## src/rtl/fractal_sync_pkg.sv

```systemverilog
`default_nettype none
// ============================================================================
// Module   : fractal_sync_pkg
// Purpose  : Shared response type for the fractal sync tree. The same
//            response struct travels on every tx FIFO and on the shared
//            downstream link.
// Contents : DST_W       - width of the destination field
//            fsync_rsp_t - {wake, dst, error}
// Revision : 1.0 - initial release
// ============================================================================
package fractal_sync_pkg;

  localparam int unsigned DST_W = 4;

  typedef struct packed {
    logic             wake;
    logic [DST_W-1:0] dst;
    logic             error;
  } fsync_rsp_t;

endpackage
`default_nettype wire

```

## src/rtl/fractal_sync_tx_arb_if.sv

```systemverilog
`default_nettype none
// ============================================================================
// Module   : fractal_sync_tx_arb_if
// Purpose  : Valid/ready response link toward the lower tree level.
// Signals  : rsp   - response payload (driven by master)
//            valid - payload valid    (driven by master)
//            ready - sink accepts     (driven by slave)
// Modports : master (response producer), slave (response consumer)
// Revision : 1.0 - initial release
// ============================================================================
interface fractal_sync_tx_arb_if;
  import fractal_sync_pkg::*;

  fsync_rsp_t rsp;
  logic       valid;
  logic       ready;

  modport master (output rsp, output valid, input ready);
  modport slave  (input rsp, input valid, output ready);

endinterface
`default_nettype wire

```

## src/rtl/fractal_sync_rr_arb.sv

```systemverilog
`default_nettype none
// ============================================================================
// Module   : fractal_sync_rr_arb
// Purpose  : Round-robin arbiter. Grants the first requester found searching
//            upward (with wrap) from the pointer rr_q; on advance the pointer
//            moves to one past the granted index.
// Ports    : clk_i, rst_ni (async, active-low)
//            req_i     [N]     - request vector
//            advance_i         - grant consumed this cycle, move pointer
//            gnt_o     [N]     - one-hot grant (zero when no request)
//            gnt_idx_o [IDX_W] - index of the granted requester
// Revision : 1.0 - initial release
// ============================================================================
module fractal_sync_rr_arb #(
  parameter int unsigned N     = 2,
  parameter int unsigned IDX_W = (N > 1) ? $clog2(N) : 1
) (
  input  logic             clk_i,
  input  logic             rst_ni,
  input  logic [N-1:0]     req_i,
  input  logic             advance_i,
  output logic [N-1:0]     gnt_o,
  output logic [IDX_W-1:0] gnt_idx_o
);

  logic [IDX_W-1:0] rr_q, rr_d;
  logic [IDX_W-1:0] idx;
  int unsigned      idx_int;
  int unsigned      nxt;
  logic             found;

  // rr_q is always kept below N, so a single subtraction performs the wrap.
  always_comb begin
    gnt_o     = '0;
    gnt_idx_o = '0;
    found     = 1'b0;
    idx_int   = 0;
    idx       = '0;
    for (int unsigned off = 0; off < N; off++) begin
      idx_int = 32'(rr_q) + off;
      if (idx_int >= N) idx_int = idx_int - N;
      idx = IDX_W'(idx_int);
      if (!found && req_i[idx]) begin
        found      = 1'b1;
        gnt_o[idx] = 1'b1;
        gnt_idx_o  = idx;
      end
    end
  end

  always_comb begin
    nxt  = 32'(gnt_idx_o) + 1;
    rr_d = rr_q;
    if (advance_i) rr_d = (nxt >= N) ? '0 : IDX_W'(nxt);
  end

  always_ff @(posedge clk_i or negedge rst_ni) begin
    if (!rst_ni) rr_q <= '0;
    else         rr_q <= rr_d;
  end

endmodule
`default_nettype wire

```

## src/rtl/fractal_sync_tx_arb.sv

```systemverilog
`default_nettype none
// ============================================================================
// Module   : fractal_sync_tx_arb
// Purpose  : Round-robin drain of N_SRC tx response FIFOs onto one valid/ready
//            link, with optional output register, sticky overflow status and a
//            delivered-response counter.
// Ports    : clk_i, rst_ni (async, active-low)
//            empty_i          [N_SRC]   - per-source FIFO empty
//            rsp_i            [N_SRC]   - per-source FIFO head
//            pop_o            [N_SRC]   - per-source pop strobe (one-hot/zero)
//            error_overflow_i [N_SRC]   - per-source overflow pulse
//            rsp_link         (master)  - downstream rsp/valid/ready
//            clear_error_i              - clear all sticky errors
//            error_sticky_o   [N_SRC]   - latched overflow per source
//            delivered_cnt_o  [CNT_W]   - completed handshakes (wrapping)
//            busy_o                     - output valid or any FIFO non-empty
// Revision : 1.0 - initial release
// ============================================================================
module fractal_sync_tx_arb
  import fractal_sync_pkg::*;
#(
  parameter int unsigned N_SRC   = 2,
  parameter bit          OUT_REG = 1'b1,
  parameter int unsigned CNT_W   = 16
) (
  input  logic                   clk_i,
  input  logic                   rst_ni,
  input  logic [N_SRC-1:0]       empty_i,
  input  fsync_rsp_t [N_SRC-1:0] rsp_i,
  output logic [N_SRC-1:0]       pop_o,
  input  logic [N_SRC-1:0]       error_overflow_i,
  fractal_sync_tx_arb_if.master  rsp_link,
  input  logic                   clear_error_i,
  output logic [N_SRC-1:0]       error_sticky_o,
  output logic [CNT_W-1:0]       delivered_cnt_o,
  output logic                   busy_o
);

  localparam int unsigned IDX_W = (N_SRC > 1) ? $clog2(N_SRC) : 1;

  typedef enum logic {
    ST_EMPTY = 1'b0,
    ST_FULL  = 1'b1
  } state_e;

  logic [N_SRC-1:0] req, gnt;
  logic [IDX_W-1:0] gnt_idx;
  logic             any_req, pop_en, valid, hs;
  fsync_rsp_t       head, rsp_out;
  logic [N_SRC-1:0] sticky_q, sticky_d;
  logic [CNT_W-1:0] cnt_q;

  assign req     = ~empty_i;
  assign any_req = |req;
  assign head    = rsp_i[gnt_idx];

  fractal_sync_rr_arb #(
    .N     (N_SRC),
    .IDX_W (IDX_W)
  ) i_rr_arb (
    .clk_i     (clk_i),
    .rst_ni    (rst_ni),
    .req_i     (req),
    .advance_i (pop_en),
    .gnt_o     (gnt),
    .gnt_idx_o (gnt_idx)
  );

  if (OUT_REG) begin : g_out_reg
    state_e     state_q, state_d;
    fsync_rsp_t rsp_q, rsp_d;
    logic       load;

    // FULL with ready: the slot drains and refills in the same cycle.
    always_comb begin
      state_d = state_q;
      load    = 1'b0;
      case (state_q)
        ST_EMPTY: begin
          if (any_req) begin
            load    = 1'b1;
            state_d = ST_FULL;
          end
        end
        ST_FULL: begin
          if (rsp_link.ready) begin
            if (any_req) load    = 1'b1;
            else         state_d = ST_EMPTY;
          end
        end
        default: state_d = ST_EMPTY;
      endcase
      rsp_d = load ? head : rsp_q;
    end

    always_ff @(posedge clk_i or negedge rst_ni) begin
      if (!rst_ni) begin
        state_q <= ST_EMPTY;
        rsp_q   <= '0;
      end else begin
        state_q <= state_d;
        rsp_q   <= rsp_d;
      end
    end

    // State sits in EMPTY during reset but would still see requests, so the
    // pop is gated by reset explicitly.
    assign pop_en  = load & rst_ni;
    assign valid   = (state_q == ST_FULL);
    assign rsp_out = rsp_q;
  end else begin : g_pass
    assign valid   = any_req & rst_ni;
    assign rsp_out = rst_ni ? head : '0;
    assign pop_en  = valid & rsp_link.ready;
  end

  assign pop_o          = gnt & {N_SRC{pop_en}};
  assign rsp_link.valid = valid;
  assign rsp_link.rsp   = rsp_out;
  assign hs             = valid & rsp_link.ready;
  assign busy_o         = valid | any_req;

  // A new overflow in the clear cycle must survive, so set is OR-ed last.
  assign sticky_d = (sticky_q & ~{N_SRC{clear_error_i}}) | error_overflow_i;

  always_ff @(posedge clk_i or negedge rst_ni) begin
    if (!rst_ni) begin
      sticky_q <= '0;
      cnt_q    <= '0;
    end else begin
      sticky_q <= sticky_d;
      if (hs) cnt_q <= cnt_q + CNT_W'(1);
    end
  end

  assign error_sticky_o  = sticky_q;
  assign delivered_cnt_o = cnt_q;

endmodule
`default_nettype wire
```

## src/flat_wrapper.sv

```systemverilog
// flat-port wrapper written by rule: the top's interface ports become plain ports
module fractal_sync_tx_arb_flat import fractal_sync_pkg::*;
#(
  parameter int unsigned N_SRC   = 2,
  parameter bit          OUT_REG = 1'b1,
  parameter int unsigned CNT_W   = 16
)
  (clk_i, rst_ni, empty_i, rsp_i, pop_o, error_overflow_i, clear_error_i, error_sticky_o, delivered_cnt_o, busy_o, rsp_link_rsp, rsp_link_valid, rsp_link_ready);
  fractal_sync_tx_arb_if rsp_link_i ();
  input  logic clk_i;
  input  logic rst_ni;
  input  logic [N_SRC-1:0] empty_i;
  input  fsync_rsp_t [N_SRC-1:0] rsp_i;
  output logic [N_SRC-1:0] pop_o;
  input  logic [N_SRC-1:0] error_overflow_i;
  input  logic clear_error_i;
  output logic [N_SRC-1:0] error_sticky_o;
  output logic [CNT_W-1:0] delivered_cnt_o;
  output logic busy_o;
  output wire logic [$bits(rsp_link_i.rsp)-1:0] rsp_link_rsp;
  output wire logic [$bits(rsp_link_i.valid)-1:0] rsp_link_valid;
  input wire logic [$bits(rsp_link_i.ready)-1:0] rsp_link_ready;
  assign rsp_link_rsp = rsp_link_i.rsp;
  assign rsp_link_valid = rsp_link_i.valid;
  assign rsp_link_i.ready = rsp_link_ready;
  fractal_sync_tx_arb #(.N_SRC(N_SRC), .OUT_REG(OUT_REG), .CNT_W(CNT_W)) u_core (.clk_i(clk_i), .rst_ni(rst_ni), .empty_i(empty_i), .rsp_i(rsp_i), .pop_o(pop_o), .error_overflow_i(error_overflow_i), .rsp_link(rsp_link_i), .clear_error_i(clear_error_i), .error_sticky_o(error_sticky_o), .delivered_cnt_o(delivered_cnt_o), .busy_o(busy_o));
endmodule
```

## config.mk

```make
export PLATFORM = sky130hd
export DESIGN_NAME = fractal_sync_tx_arb_flat
export DESIGN_NICKNAME = d
export VERILOG_FILES = /design/src/rtl/fractal_sync_pkg.sv /design/src/rtl/fractal_sync_tx_arb_if.sv /design/src/rtl/fractal_sync_rr_arb.sv /design/src/rtl/fractal_sync_tx_arb.sv /design/src/flat_wrapper.sv
export SDC_FILE = /design/constraint.sdc
export NUM_CORES = 1
export LEC_CHECK = 0
export CORE_AREA = 2 2 54 56
export DETAILED_ROUTE_END_ITERATION = 10
export DIE_AREA = 0 0 56 58
export PLACE_DENSITY_LB_ADDON = 0.3
export SLEW_MARGIN = 20
export SYNTH_ARGS = -nofsm -noshare
export SYNTH_HDL_FRONTEND = slang
export SYNTH_SLANG_ARGS = --single-unit
```

## constraint.sdc

```tcl
create_clock -name clk_i -period 4.1 [get_ports clk_i]
set_clock_uncertainty 0.15 [all_clocks]
set_input_delay 0.615 -clock clk_i [delete_from_list [all_inputs] [get_ports clk_i]]
set_output_delay 0.615 -clock clk_i [all_outputs]
set_load 0.02 [all_outputs]
```

==> results.tsv <==
stage	metric	value	unit
clock_tree	cts.sinks	26	
global_route	track_usage	15.8	%
clock_tree	htreeDepth	1	
clock_tree	cts_buffers	3	
pwr	power_frac_comb	33.7	%
timing	hold_viol	0	
pwr	p_sw_share	33.1	%
clock_tree	cts_buffer_depth	2	
logic_synthesis	yosys_warnings	0	
pwr	p_sw	241	µW
logic_synthesis	post_synth.cell_area_avg	11.1	µm²
layout	regArea	651	µm²
setup_path	crit_fanout	3	
logic_synthesis	synth_area_leaders	dfrtp_1, xnor2_1, mux2i_1, nand2_1, xor2_1	
timing	timing.slew.headroom	76.9	%
floorplan	core-area	0.00266	mm²
global_route	grt-ovfl-total	0	
pwr	p_per_area	427	mW/mm²
global_route	grt_max_degree	27	
drt	drt_iter0_drc	5	
logic_synthesis	seq_area_frac_synth	56.6	%
placement	place_area	0.00167	mm²
logic_synthesis	netlist_instances	104	
placement	port_buffers	47	
logic_synthesis	synth_nets	125	
clock_tree	post_cts_buffers	0	
floorplan	die_x	56	µm
placement	dpl.cell_count	182	
clock_tree	path_clk_slew	140	ps
logic_synthesis	synth-async-reset-ratio	100	%
drt	routed_wl	2.31	mm
floorplan	ios	48	
pwr	power_frac_clock	17.9	%
drt	vias_per_cell	4.99	
placement	place_hpwl	1.84	mm
logic_synthesis	yosys.area.top_type	dfrtp_1	
clock_tree	cts_root_buf	clkbuf_4	
setup_path	path_class	in2out	
clock_tree	hold_buffers	0	
layout	fillCellCount	231	
layout	multi_input_area	479	µm²
pwr	internal_power	486	µW
timing	timing.setup.tns	0	ps
floorplan	dieArea	0.00325	mm²
layout	drive_gt1_share	7.10	%
timing	post-route-min-period	3020	ps
logic_synthesis	synth_commonest_cells	dfrtp_1, nand2_1, xnor2_1	
pwr	p_seq_share	48.4	%
timing	finalSetupViolations	0	
run_status	status	completed	
layout	fin_area	0.00170	mm²
clock_tree	clock_latency	320	ps
global_route	antenna_found_initial	0	
drt	vias	928	
setup_path	critPathLaunchType	input pin	
layout	antenna_cells	0	
logic_synthesis	ys.flop_type	dfrtp_1	
logic_synthesis	ys_ff_latch	26	
logic_synthesis	synth.most_common_cell	dfrtp_1	
timing	worst_pin_slew	345	ps
drt	wl_per_cell	12.4	µm
clock_tree	cts_tree	built	
placement	place_congestion	0.690	
logic_synthesis	synth_top_area_share	56.6	%
timing	drv_slew	0	
layout	nets	177	
drt	drtPass1Iterations	3	
clock_tree	cts-resized-gates	0	
floorplan	start_util	43.2	%
global_route	grt_pass1_wl	4.04	mm
timing	finalWorstSetupSlack	1080	ps
global_route	grt_pass1_vias	951	
logic_synthesis	synth_edf_count	0	
floorplan	rows	19	
logic_synthesis	yosysUniqueCellTypes	26	
timing	grt_setup_unrepaired	false	
drt	drc	0	
floorplan	die_h	58	µm
timing	fmax	0.331	GHz
logic_synthesis	netlist_area	0.00115	mm²
pwr	p_leak	0.000761	µW
timing	final_min_period_over_clock_period	73.8	%
placement	pre_cts_slack	1100	ps
setup_path	critPathRequiredTime	3340	ps
min_path	holdCritPathClass	reg2reg	
layout	area_growth	48.0	%
setup_path	cp.arrival	2260	ps
job	drv_cap	0	
pwr	ir_drop	0.000326	V
layout	layoutNonFillerInstCount	186	
drt	antenna_left	0	
setup_path	end_kind	output pin	
-- cells by family after synthesis --
logic type	synth area share, %
AO/OA/AOI/OAI	5.00
XOR/XNOR	11.4
flip-flops	56.6
adder cells (fa/ha/maj)	1.09
multiplexers	6.20
buffers and inverters	1.74
AND/OR/NAND/NOR	18.0
-- power by group through the flow --
stage | clock network [µW] | registers [µW] | logic, µW
final | 130 | 352 | 245
after detailed placement | 0 | 358 | 249
after global placement | 0 | 354 | 244
after CTS | 133 | 353 | 249
after floorplan | 0 | 401 | 73.6
after global routing | 142 | 360 | 264
-- routing by layer --
layer / share of wire [%] / global-route usage, % / routed length [µm] / up-vias
met4: 1.2 / 5.10 / 27 / 0
met1: 42 / 17.9 / 968 / 434
met3: 7.8 / 4.02 / 180 / 4
met2: 49 / 29.2 / 1130 / 35
met5: 0 / 0 / 0 / -
li1: - / - / - / 455
-- state kept, by name, indices dropped and copies added (netlist names) --
register,flops
u_core.error_sticky_o,2
u_core.delivered_cnt_o,16
u_core.rsp_link.valid,1
u_core.i_rr_arb.rr_q,1
u_core.rsp_link.rsp,6
-- worst paths after layout --
check / from / endpoint / slack (ps) / cells past startpoint
worst max-delay path: rsp_link_ready / pop_o[0] / 1080 / 5
worst min-delay path: u_core.delivered_cnt_o[15] / u_core.delivered_cnt_o[15] / 340 / 1
worst max register to register: u_core.delivered_cnt_o[2] / u_core.delivered_cnt_o[9] / 2590 / 4
worst min register to register: u_core.delivered_cnt_o[15] / u_core.delivered_cnt_o[15] / 340 / 1
max in group asynchronous: rst_ni / u_core.delivered_cnt_o[7] / 2990 / 2
min in group asynchronous: rst_ni / u_core.delivered_cnt_o[3] / 570 / 2
-- worst max-delay path: stages --
cell and delay (ps):
clkdlybuf4s50_1 490, nand2b_1 160, nand3_1 140, nor3b_1 220, clkdlybuf4s50_1 640
-- cell usage in the layout (no fill, tap or decap), types with 2 or more instances in the layout --
cell / n
inv_1: 3
nor3_1: 2
xnor2_1: 10
xor2_1: 5
nand4_1: 6
nor2_1: 6
mux2i_1: 6
buf_4: 2
o21ai_0: 6
clkbuf_4: 3
dfrtp_1: 26
clkdlybuf4s50_1: 47
nand2_1: 15
a21o_1: 2
nand3_1: 3
-- cell type report --
type | instances | area share, %
clock buffer | 4 | 2.13
inverter | 3 | 0.662
multi-input combinational | 73 | 28.2
sequential | 26 | 38.2
tap | 31 | 2.28
timing repair buffer | 49 | 28.5
-- metrics by stage --
step                      util [%]  power (µW)  hold slack (ps)
after floorplan                  -         474              169
after global placement        62.5         598              309
after detailed placement      62.5         607              317
after CTS                     63.9         735              336
after global routing          63.9         765              373
final                         63.9         727              339
(Power assumes the default switching activity.)
